--- src/rtl/signtrunc.sv ---
`default_nettype none
// ============================================================================
// Module      : signtrunc
// Description : Sign-truncation (narrowing) stage. Accepts an (N+NUM)-bit
//               two's-complement word over valid/ready and returns an N-bit
//               word through a 2-entry output buffer, flagging every sample
//               that does not fit in N bits. Keeps a sticky overflow flag and
//               a saturating 8-bit count of overflowing samples.
//               Build option SIGNTRUNC_SAT_EN: when defined, overflowing
//               samples saturate to the N-bit range; otherwise they wrap.
// Revision    : 1.0 - initial release
// ============================================================================
module signtrunc #(
    parameter int N   = 8,
    parameter int NUM = 4
) (
    input  logic             clk,
    input  logic             rst,
    input  logic [N+NUM-1:0] in,
    input  logic             in_valid,
    output logic             in_ready,
    output logic [N-1:0]     out,
    output logic             out_valid,
    input  logic             out_ready,
    output logic             ovf,
    output logic             ovf_sticky,
    output logic [7:0]       ovf_count,
    input  logic             clr
);

    localparam int c_W = N + NUM;

    typedef enum logic [1:0] {
        ST_EMPTY = 2'd0,
        ST_ONE   = 2'd1,
        ST_FULL  = 2'd2
    } state_t;

    state_t       state_q, state_d;
    logic [N-1:0] head_q, head_d;
    logic         head_ovf_q, head_ovf_d;
    logic [N-1:0] tail_q, tail_d;
    logic         tail_ovf_q, tail_ovf_d;
    logic         in_ready_q, in_ready_d;
    logic         out_valid_q, out_valid_d;
    logic         sticky_q, sticky_d;
    logic [7:0]   count_q, count_d;

    logic [NUM:0] w_top;
    logic         w_ovf;
    logic [N-1:0] w_result;
    logic         w_push;
    logic         w_pop;

    // The sample fits when every bit from the N-bit sign position upward agrees.
    assign w_top = in[c_W-1:N-1];
    assign w_ovf = ~((&w_top) | ~(|w_top));

`ifdef SIGNTRUNC_SAT_EN
    // Overflow clamps to the most positive or most negative N-bit value.
    assign w_result = !w_ovf      ? in[N-1:0] :
                      in[c_W-1]   ? {1'b1, {(N-1){1'b0}}} :
                                    {1'b0, {(N-1){1'b1}}};
`else
    // Overflow keeps the low bits (wrap-around); only the flag reports it.
    assign w_result = in[N-1:0];
`endif

    // Handshakes use registered ready/valid only, so no input-to-output paths.
    assign w_push = in_valid & in_ready_q;
    assign w_pop  = out_valid_q & out_ready;

    // Next-state, buffer and statistics logic.
    always_comb begin
        state_d    = state_q;
        head_d     = head_q;
        head_ovf_d = head_ovf_q;
        tail_d     = tail_q;
        tail_ovf_d = tail_ovf_q;
        sticky_d   = sticky_q;
        count_d    = count_q;

        case (state_q)
            ST_EMPTY: begin
                if (w_push) begin
                    head_d     = w_result;
                    head_ovf_d = w_ovf;
                    state_d    = ST_ONE;
                end
            end
            ST_ONE: begin
                if (w_push && w_pop) begin
                    // Old head leaves as the new word arrives: it becomes head.
                    head_d     = w_result;
                    head_ovf_d = w_ovf;
                end else if (w_push) begin
                    tail_d     = w_result;
                    tail_ovf_d = w_ovf;
                    state_d    = ST_FULL;
                end else if (w_pop) begin
                    state_d    = ST_EMPTY;
                end
            end
            ST_FULL: begin
                // in_ready is low here, so only a pop can happen.
                if (w_pop) begin
                    head_d     = tail_q;
                    head_ovf_d = tail_ovf_q;
                    state_d    = ST_ONE;
                end
            end
            default: begin
                state_d = ST_EMPTY;
            end
        endcase

        // Outputs are registered copies of the next state's properties.
        in_ready_d  = (state_d != ST_FULL);
        out_valid_d = (state_d != ST_EMPTY);

        // Clear has priority over a simultaneous overflowing push.
        if (clr) begin
            sticky_d = 1'b0;
            count_d  = 8'd0;
        end else if (w_push && w_ovf) begin
            sticky_d = 1'b1;
            if (count_q != 8'hFF) begin
                count_d = count_q + 8'd1;
            end
        end
    end

    // State and output registers; in_ready stays low until the first edge after reset.
    always_ff @(posedge clk or posedge rst) begin
        if (rst) begin
            state_q     <= ST_EMPTY;
            head_q      <= '0;
            head_ovf_q  <= 1'b0;
            tail_q      <= '0;
            tail_ovf_q  <= 1'b0;
            in_ready_q  <= 1'b0;
            out_valid_q <= 1'b0;
            sticky_q    <= 1'b0;
            count_q     <= 8'd0;
        end else begin
            state_q     <= state_d;
            head_q      <= head_d;
            head_ovf_q  <= head_ovf_d;
            tail_q      <= tail_d;
            tail_ovf_q  <= tail_ovf_d;
            in_ready_q  <= in_ready_d;
            out_valid_q <= out_valid_d;
            sticky_q    <= sticky_d;
            count_q     <= count_d;
        end
    end

    assign in_ready   = in_ready_q;
    assign out_valid  = out_valid_q;
    assign out        = head_q;
    assign ovf        = head_ovf_q;
    assign ovf_sticky = sticky_q;
    assign ovf_count  = count_q;

endmodule
`default_nettype wire

--- config.mk ---
export PLATFORM = sky130hd
export DESIGN_NAME = signtrunc
export DESIGN_NICKNAME = d
export VERILOG_FILES = /design/src/rtl/signtrunc.sv
export SDC_FILE = /design/constraint.sdc
export NUM_CORES = 1
export LEC_CHECK = 0
export CAP_MARGIN = 15
export CORE_MARGIN = 2
export CORE_UTILIZATION = 49
export DETAILED_ROUTE_END_ITERATION = 12
export GPL_TIMING_DRIVEN = 0
export PLACE_DENSITY = 0.79
export REMOVE_ABC_BUFFERS = 1
export SLEW_MARGIN = 20
export SYNTH_ARGS = -nofsm -noshare
export SYNTH_HDL_FRONTEND = slang
export SYNTH_SLANG_ARGS = --single-unit
--- constraint.sdc ---
create_clock -name clk -period 2.3 [get_ports clk]
set_input_delay 0.345 -clock clk [delete_from_list [all_inputs] [get_ports clk]]
set_output_delay 0.345 -clock clk [all_outputs]
set_load 0.02 [all_outputs]
==> impl_metrics.py <==
metrics = {
    "sta": {
        "fin_skew_ns": 0.0110,
        "layout_min_cycle_time_ns": 2.02,
        "relSlewSlack": 0.531,
        "setup_viol": 0,
        "fin_crit_sh": 0.877,
        "finalHoldViolCount": 0,
        "fmax_ghz": 0.496,
        "rsz0062_at_grt": "no",
        "finalSetupTns_ns": 0,
        "worst_pin_slew_ns": 0.704,
        "slew_viol_final": 0,
    },
    "cells_and_area": {
        "fin_nets": 190,
        "drive_gt1_frac": 0.173,
        "stdcell_count": 217,
        "diodes": 0,
        "final_util": 0.651,
        "nFillCells": 251,
        "layout-area-overhead-vs-synth_pct": 27.5,
    },
    "grt": {
        "grt_pass1_vias": 1164,
        "track_usage": 0.192,
        "grt_pass1_wl_um": 5130,
        "grt_start_max_net_pins": 32,
        "antenna_found_initial": 0,
        "grt.overflow.total": 0,
    },
    "cts": {
        "clk_path_buf_depth": 2,
        "hold_buffers": 0,
        "cts_tree": "done",
        "cts_resized": 0,
        "post_cts_buffers": 0,
        "clkSinkCount": 31,
        "cts_root_buf": "clkbuf_4",
        "insertion_delay_ns": 0.33,
        "numCtsBuffers": 5,
        "htreeDepth": 2,
        "clk_pin_slew_ns": 0.10,
    },
    "power_and_ir_drop": {
        "max-vdd-ir-drop_mv": 0.607,
        "power.total_uw": 2120,
        "p_per_area_mw_per_mm2": 1070,
        "leakagePower_uw": 0.000803,
    },
    "detailed_routing": {
        "dr_wl_met3_um": 150,
        "drt_iter0_drc": 57,
        "wirelength_met1_um": 1320,
        "wl_met2_um": 1550,
        "first_pass_iters": 4,
        "highest_layer": "met4",
        "vias": 1165,
        "wl_per_cell_um": 14.0,
        "ant_nets": 0,
        "vias_per_cell": 5.37,
        "route.detailed.drc": 0,
        "routed_wl_um": 3050,
    },
    "critical_path": {
        "reg2reg_depth": 3,
        "worst_ep_required_time_ns": 2.52,
        "crit_path_start_kind": "input pin",
        "r2r_slack_ns": 0.42,
        "worst-path-max-fanout": 17,
        "crit_type": "input pin to flip-flop",
        "worstPathArrival_ns": 2.24,
        "crit_path_end": "ovf_count[7]",
        "max_stage_delay_ns": 0.55,
        "r2r-end": "tail_q[3]",
        "cp_num_buf_inv": 1,
        "path_delay_family": "multiplexers",
        "r2r-start": "out_valid",
        "cp_num_cells": 5,
        "crit_start": "in[7]",
        "crit_chain": "clkdlybuf4s50_1, or4_4, mux2i_4, nor4_1, mux2_1",
        "crit_slowest_cell": "or4_4",
        "end_kind": "flip-flop",
    },
    "synth": {
        "async_reset_ff_frac": 1.00,
        "synth_most_common_cell": "dfrtp_1",
        "synth_cell_types": 41,
        "synth_area_leaders": "dfrtp_1 50%, mux2_4 6.8%, mux2i_1 5.8%",
        "synth_common_cells": "31 x dfrtp_1, 16 x a21oi_1, 13 x nor2_1",
        "synth-seq-cells": 31,
        "synth-edff-count": 0,
        "yosysSeqAreaShare": 0.502,
        "synth_area_mm2": 0.00155,
        "synth_top_area_cell": "dfrtp_1",
        "synthCells": 136,
        "avgSynthCellArea_um2": 11.4,
        "synth_top_area_share": 0.502,
        "synth-main-ff-cell": "dfrtp_1",
        "yosys_warnings": 0,
    },
    "placement": {
        "place_hpwl_um": 2150,
        "gp_congestion": 0.861,
        "post-place-cells": 209,
        "port_buffers": 36,
    },
    "min_path": {
        "hp-class": "input pin to asynchronous set/reset pin",
    },
    "die": {
        "die_w_um": 60.2,
        "num_rows": 20,
        "die_area_mm2": 0.00362,
        "core_mm2": 0.00303,
        "die_h_um": 60.2,
        "initial_core_util": 0.510,
        "num_io_pins": 37,
    },
    "outcome": {
        "status": "completed",
    },
    "flow_run": {
        "maxCapViolCount": 0,
    },
}
## where the power goes
| group | internal (uW) | switching (uW) |
|---|---|---|
| Clock | 114 | 189 |
| Sequential | 747 | 147 |
| Combinational | 475 | 446 |
| Total | 1340 | 782 |
## per-layer routing
metal / vias up / global-route usage
met4: 0 / 0.0762
met3: 4 / 0.0693
li1: 572 / -
met1: 554 / 0.227
met2: 35 / 0.317
met5: - / 0
## layout make-up
| cell class | instances | area (um^2) | area share |
|---|---|---|---|
| clock buffer | 5 | 37.5 | 0.0190 |
| multi-input combinational | 94 | 712 | 0.361 |
| clock inverter | 3 | 15.0 | 0.00762 |
| timing repair buffer | 36 | 360 | 0.183 |
| tap | 44 | 55.1 | 0.0279 |
| sequential | 31 | 776 | 0.394 |
| inverter | 4 | 15.0 | 0.00762 |
## state kept, by name, indices dropped and copies added (netlist names)
signal / cells
ovf: 1
ovf_count: 8
state_q: 2
in_ready: 1
ovf_sticky: 1
tail_ovf_q: 1
out: 8
tail_q: 8
out_valid: 1
## cell usage in the layout (no fill, tap or decap), types with 2 or more instances in the layout
cell type and count:
a21oi_1 16, clkbuf_4 5, clkdlybuf4s50_1 36, clkinv_2 3
dfrtp_1 31, inv_1 3, mux2_4 7, mux2i_1 9
nand2_1 6, nand2b_1 2, nand3_1 2, nand4_1 2
nor2_1 13, o21ai_0 2, o31ai_1 5, or4_2 5
## cells by family after synthesis
family / synth area share
AND/OR/NAND/NOR: 0.147
AO/OA/AOI/OAI: 0.149
flip-flops: 0.502
multiplexers: 0.155
buffers and inverters: 0.0389
adder cells (fa/ha/maj): 0.00810
## worst min path at each step
stage / start / to / slack (ns) / depth (start not counted)
6_report: rst / tail_q[7] / 0.41 / 2
5_1_grt: rst / out[2] / 0.45 / 2
4_1_cts: rst / ovf / 0.43 / 2
3_5_place_dp: tail_ovf_q / tail_ovf_q / 0.49 / 2
3_3_place_gp: tail_ovf_q / tail_ovf_q / 0.46 / 2
2_1_floorplan: clr / ovf_count[0] / 0.41 / 1
## through the flow
| stage | hold WS, ns | setup slack, ns | cell area [um^2] |
|---|---|---|---|
| 2_1_floorplan | 0.408 | 0.474 | 1500 |
| 3_3_place_gp | 0.463 | -0.0249 | 1920 |
| 3_5_place_dp | 0.488 | -0.0590 | 1920 |
| 4_1_cts | 0.432 | 0.302 | 1970 |
| 5_1_grt | 0.451 | 0.209 | 1970 |
| 6_report | 0.413 | 0.282 | 1970 |
(Power assumes the default switching activity.)
